$ cat config.mk
export PLATFORM = sky130hd
export DESIGN_NAME = led_s2p_rx
export DESIGN_NICKNAME = d
export VERILOG_FILES = /design/src/rtl/led_s2p_rx.sv
export SDC_FILE = /design/constraint.sdc
export NUM_CORES = 1
export LEC_CHECK = 0
export CAP_MARGIN = 15
export CELL_PAD_IN_SITES_DETAIL_PLACEMENT = 1
export CELL_PAD_IN_SITES_GLOBAL_PLACEMENT = 1
export CORE_MARGIN = 5
export CORE_UTILIZATION = 40
export DETAILED_ROUTE_END_ITERATION = 10
export GPL_TIMING_DRIVEN = 0
export HOLD_SLACK_MARGIN = 0.08
export PLACE_DENSITY_LB_ADDON = 0.3
export SYNTH_ARGS = -nofsm -noshare
export SYNTH_HDL_FRONTEND = slang
export SYNTH_SLANG_ARGS = --single-unit
export TNS_END_PERCENT = 30
$ cat constraint.sdc
create_clock -name clk -period 2.9 [get_ports clk]
set_input_delay 0.87 -clock clk [delete_from_list [all_inputs] [get_ports clk]]
set_output_delay 0.87 -clock clk [all_outputs]
set_load 0.02 [all_outputs]
$ cat src/rtl/led_s2p_rx.sv
// Receiving end of the LED shift-register link: oversamples sclk/sdin/sclrn/en in
// the clk domain, rebuilds the shifted word and presents it with a valid strobe on each latch.
module led_s2p_rx #(
    parameter int unsigned DATA_BITS       = 16,
    parameter int unsigned DATA_COUNT_BITS = 5,
    parameter int unsigned DIR             = 0
) (
    input  logic                       clk,
    input  logic                       rst,
    input  logic                       sclk,
    input  logic                       sdin,
    input  logic                       sclrn,
    input  logic                       en,
    output logic [DATA_BITS-1:0]       PData,
    output logic                       valid,
    output logic                       frame_err,
    output logic                       busy,
    output logic [DATA_COUNT_BITS-1:0] bit_cnt
);

    localparam logic [DATA_COUNT_BITS-1:0] CNT_FULL = DATA_COUNT_BITS'(DATA_BITS);
    localparam logic [DATA_COUNT_BITS-1:0] CNT_SAT  = DATA_COUNT_BITS'(DATA_BITS + 1);

    typedef enum logic [1:0] {
        IDLE  = 2'd0,
        RECV  = 2'd1,
        LATCH = 2'd2
    } state_t;

    state_t               state;
    logic [1:0]           sclk_sy, sdin_sy, sclrn_sy, en_sy;
    logic                 sclk_d, en_d;
    logic [DATA_BITS-1:0] sr, sr_shift;
    logic                 sclk_s, sdin_s, sclrn_s, en_s;
    logic                 sclk_rise, en_rise;

    assign sclk_s    = sclk_sy[1];
    assign sdin_s    = sdin_sy[1];
    assign sclrn_s   = sclrn_sy[1];
    assign en_s      = en_sy[1];
    // Shift clock edges are ignored while the latch strobe is held high
    assign sclk_rise = sclk_s & ~sclk_d & ~en_s;
    assign en_rise   = en_s & ~en_d;

    // Next shift-register value for the configured bit order
    always_comb begin
        sr_shift = sr;
        if (DIR == 0) begin
            sr_shift = {sr[DATA_BITS-2:0], sdin_s};
        end else begin
            sr_shift = {sdin_s, sr[DATA_BITS-1:1]};
        end
    end

    always_ff @(posedge clk or posedge rst) begin
        if (rst) begin
            sclk_sy   <= '0;
            sdin_sy   <= '0;
            sclrn_sy  <= '0;
            en_sy     <= '0;
            sclk_d    <= 1'b0;
            en_d      <= 1'b0;
            state     <= IDLE;
            sr        <= '0;
            bit_cnt   <= '0;
            PData     <= '0;
            valid     <= 1'b0;
            frame_err <= 1'b0;
            busy      <= 1'b0;
        end else begin
            sclk_sy  <= {sclk_sy[0], sclk};
            sdin_sy  <= {sdin_sy[0], sdin};
            sclrn_sy <= {sclrn_sy[0], sclrn};
            en_sy    <= {en_sy[0], en};
            sclk_d   <= sclk_s;
            en_d     <= en_s;
            valid    <= 1'b0;

            if (!sclrn_s) begin
                sr      <= '0;
                bit_cnt <= '0;
                state   <= IDLE;
                busy    <= 1'b0;
            end else if (en_rise && state != LATCH) begin
                state <= LATCH;
                busy  <= 1'b0;
            end else begin
                case (state)
                    IDLE: begin
                        if (sclk_rise) begin
                            sr      <= sr_shift;
                            bit_cnt <= DATA_COUNT_BITS'(1);
                            state   <= RECV;
                            busy    <= 1'b1;
                        end
                    end
                    RECV: begin
                        if (sclk_rise) begin
                            sr <= sr_shift;
                            if (bit_cnt != CNT_SAT) begin
                                bit_cnt <= bit_cnt + DATA_COUNT_BITS'(1);
                            end
                        end
                    end
                    LATCH: begin
                        PData     <= sr;
                        valid     <= 1'b1;
                        frame_err <= (bit_cnt != CNT_FULL);
                        sr        <= '0;
                        bit_cnt   <= '0;
                        state     <= IDLE;
                        busy      <= 1'b0;
                    end
                    default: begin
                        state <= IDLE;
                        busy  <= 1'b0;
                    end
                endcase
            end
        end
    end

endmodule

==> impl_summary.txt <==
----------------------------------------------------
[Clock tree]
  Maximum number of buffers from clock root to sink ... 2
  Post-CTS Setup Repair Bufs ... 0
  Hold buffer count at CTS ... 0
  Cts bufs inserted ... 5
  Number of gates given a new drive strength after cts ... 0
  Clock network latency to the later pin of the worst-skew pair ... 290 ps
  Clk pin slew, worst setup/hold paths ... 90 ps
  Master cell of the clock root buffer ... sky130_fd_sc_hd__clkbuf_8
  TritonCTS clock tree ... done
  Clock sink count ... 51
  Level count of the clock H-tree ... 2

[Worst setup path]
  Crit path buf inv count ... 1
  Critical path, cell by cell ... clkdlybuf4s50_1
  Arrival time at the worst endpoint ... 1440 ps
  Family of cells with the greatest summed delay on the critical path ... buffers and inverters
  Worst R2R Path Depth ... 7
  Crit Path Class ... reg -> out
  Critical Path Sink Type ... output pin
  Number of stages on the worst setup path ... 1
  Crit path required time ... 2030 ps
  Crit Path Max Fanout ... 8
  Critical path's slowest cell ... sky130_fd_sc_hd__clkdlybuf4s50_1
  Launching element type of the critical path ... register
  Crit path largest cell delay ... 660 ps

[Synth]
  Register bit total from synthesis ... 51
  Top post-synthesis cells by area ... sky130_fd_sc_hd__dfrtp_1 61%, sky130_fd_sc_hd__mux2_2 8.6%, sky130_fd_sc_hd__nand2_1 6.6%
  Synth Area per Inst ... 11.7 um^2
  Synth Cell Area ... 2100 um^2
  Cells after synthesis ... 179
  Share of the synthesized area in the top cell type ... 60.7%
  Library cell occupying the most area in the post-synthesis netlist ... sky130_fd_sc_hd__dfrtp_1
  Synthesis Warnings ... 0
  Sequential share of the synthesized area ... 60.7%
  Distinct cell type count after synthesis ... 28
  Net count after synthesis ... 192

[Detailed routing]
  Post-detailed-route wirelength per cell ... 15.7 um
  Met3 wire len ... 174 um
  Starting DRT DRC Count ... 66
  Post-route met1 wirelength ... 1870 um
  Routed via count divided by cell count ... 5.09
  Residual antenna-violating net count after detailed routing ... 0
  Sum of routed wire length over all layers ... 4500 um
  Met2 WL post-DR ... 2430 um
  DRC viols ... 0
  Detailed-route via count ... 1457
  Number of iterations in the first detailed-routing pass ... 4
  DR top layer ... met4

[Floorplan]
  Die span in y ... 82.5 um
  Core area ... 5110 um^2
  IO Count ... 30
  Rows ... 26
  Width of the chip ... 82.5 um
  Die area ... 6800 um^2
  Starting density of the core ... 41.2%

[Timing]
  Max-slew violation count ... 0
  Setup violators final ... 0
  Slew at the pin closest to its max-slew limit ... 500 ps
  Final period utilization ... 79.6%
  Shortest clock period the worst path allows after layout ... 2310 ps
  Slew HR ... 66.7%
  Fmax ... 433 MHz
  RSZ-0062 raised after global routing ... false
  Worst Clk Skew ... 7.36 ps
  Endpoints failing hold ... 0

[Placed design]
  Buffers on Ports ... 29
  Half-perimeter wire length of the detailed placement result ... 3330 um
  GPL Wtd Cong ... 0.805
  Number of placed instances with taps included ... 279
  Post-detailed-placement cell area ... 2500 um^2

[GRT]
  First-pass GRT wire length ... 7850 um
  Maximum number of pins on one net before global-route repair ... 31
  Initial antenna violation count ... 0
  Vias in the first global route ... 1598
  Aggregate global routing overflow ... 0
  Total Routing Usage GR ... 15.2%

[Flow run]
  Number of violations of the max-capacitance limit ... 0

[Cells and area]
  Count of non-filler cells in the finished layout ... 286
  Area of all placed cells without fillers ... 2600 um^2
  Fraction of final layout cells sized beyond drive strength 1 ... 15.3%
  Count of nets after finishing ... 229
  Area growth, synth to finish ... 23.8%
  Antenna diode instance count ... 0

[Power and ir drop]
  VDD IR-drop max ... 0.288 mV
  Power per unit of standard cell area ... 532 nW/um^2
  Leakage ... 1.25 nW

[Worst hold path]
  Min-Delay Path Depth ... 0
  Min-Delay Path Class ... reg -> reg

[Run status]
  Outcome ... finished clean

----------------------------------------------------
==> synthesized netlist by cell type <==
| master | n |
|---|---|
| sky130_fd_sc_hd__inv_1 | 6 |
| sky130_fd_sc_hd__or3b_4 | 2 |
| sky130_fd_sc_hd__o32a_1 | 1 |
| sky130_fd_sc_hd__o211ai_1 | 1 |
| sky130_fd_sc_hd__o21ai_0 | 4 |
| sky130_fd_sc_hd__or4_1 | 1 |
| sky130_fd_sc_hd__nor4bb_1 | 1 |
| sky130_fd_sc_hd__nand2_1 | 37 |
| sky130_fd_sc_hd__mux2_2 | 16 |
| sky130_fd_sc_hd__o211a_1 | 1 |
| sky130_fd_sc_hd__o21a_1 | 1 |
| sky130_fd_sc_hd__nand3_1 | 20 |
| sky130_fd_sc_hd__a32o_1 | 2 |
| sky130_fd_sc_hd__nor2_1 | 6 |
| sky130_fd_sc_hd__a21oi_1 | 2 |
| sky130_fd_sc_hd__ha_1 | 7 |
| sky130_fd_sc_hd__and2_1 | 1 |
| sky130_fd_sc_hd__nor2b_1 | 1 |
| sky130_fd_sc_hd__a31o_2 | 1 |
| sky130_fd_sc_hd__and2b_1 | 1 |
| sky130_fd_sc_hd__a21o_1 | 1 |
| sky130_fd_sc_hd__buf_2 | 2 |
| sky130_fd_sc_hd__nor4b_1 | 3 |
| sky130_fd_sc_hd__clkbuf_1 | 4 |
| sky130_fd_sc_hd__nor3b_1 | 2 |
| sky130_fd_sc_hd__dfrtp_1 | 51 |
| sky130_fd_sc_hd__o22ai_2 | 1 |
| sky130_fd_sc_hd__buf_6 | 3 |
==> path summary, 6_finish.rpt <==
check	slack, ps	startpoint	endpoint
setup / recovery	590	bit_cnt[2]$_DFFE_PP0P_	bit_cnt[2]
hold / removal	360	sclk_sy[0]$_DFF_PP0_	sclk_sy[1]$_DFF_PP0_
setup reg to reg	810	busy$_DFFE_PP0P_	bit_cnt[2]$_DFFE_PP0P_
hold reg to reg	360	sclk_sy[0]$_DFF_PP0_	sclk_sy[1]$_DFF_PP0_
max in group asynchronous	1460	rst	bit_cnt[3]$_DFFE_PP0P_
min in group asynchronous	920	rst	PData[2]$_DFFE_PP0P_
==> cells by family (layout without fill, tap and decap cells) <==
logic type / after synthesis / after routing / synth area share, %
compound gates: 15 / 15 / 5.42
fa+ha+maj: 7 / 7 / 4.17
buf+inv: 15 / 52 / 3.87
flops: 51 / 51 / 60.7
mux: 16 / 16 / 8.57
simple gates: 75 / 75 / 17.3
==> flip-flops by register name (all words and copies together), names as in the netlist <==
name,flops
sclk_d,1
PData,16
en_sy,2
state,1
busy,1
sr,16
sclk_sy,2
en_d,1
bit_cnt,5
valid,1
sclrn_sy,2
frame_err,1
sdin_sy,2
==> metal layers <==
layer	GRT usage [%]	vias up
li1	-	676
met1	18.4	746
met2	26.8	31
met3	3.90	4
met4	3.92	0
met5	0	-
==> layout by cell type, fill, tap and decap left out, types with 5 or more instances in the layout <==
cell type,n
sky130_fd_sc_hd__clkbuf_1,5
sky130_fd_sc_hd__clkbuf_8,5
sky130_fd_sc_hd__clkdlybuf4s50_1,29
sky130_fd_sc_hd__dfrtp_1,51
sky130_fd_sc_hd__ha_1,7
sky130_fd_sc_hd__inv_1,5
sky130_fd_sc_hd__mux2_2,16
sky130_fd_sc_hd__nand2_1,37
sky130_fd_sc_hd__nand3_1,20
sky130_fd_sc_hd__nor2_1,6
==> final cells by class <==
cell class / count / area [um^2]
Sequential cell: 51 / 1280
Clock inverter: 1 / 30.0
Inverter: 6 / 22.5
Multi-Input combinational cell: 113 / 744
Fill cell: 566 / 2500
Buffer: 9 / 58.8
Timing Repair Buffer: 30 / 310
Clock buffer: 6 / 72.6
Tap cell: 70 / 87.6
==> worst register-to-register path, cell delays in order (launching register included) <==
cell and delay (ps):
sky130_fd_sc_hd__dfrtp_1 420, sky130_fd_sc_hd__inv_1 110, sky130_fd_sc_hd__ha_1 270, sky130_fd_sc_hd__or3b_4 410, sky130_fd_sc_hd__o211ai_1 150, sky130_fd_sc_hd__buf_2 290
sky130_fd_sc_hd__o21ai_0 120, sky130_fd_sc_hd__a32o_1 210
==> per-stage QoR <==
stage / setup WS (ps) / TNS, ps / total power [mW] / hold WS [ps] / util, %
6_report: 592 / 0 / 1.38 / 355 / 51.0
4_1_cts: 579 / 0 / 1.40 / 358 / 51.0
3_5_place_dp: 781 / 0 / 0.929 / 339 / 48.9
5_1_grt: 528 / 0 / 1.46 / 367 / 51.0
3_3_place_gp: -72.5 / -3600 / 0.916 / 333 / 48.6
2_1_floorplan: 800 / 0 / 0.860 / 331 / -
==> power by group <==
group          total (mW)  internal, mW  leakage [nW]  switching (mW)
clock network       0.472         0.253        0.0513           0.219
logic               0.159        0.0685         0.519          0.0901
registers           0.753         0.737         0.682          0.0165
Power figures use the tool's default switching activity.
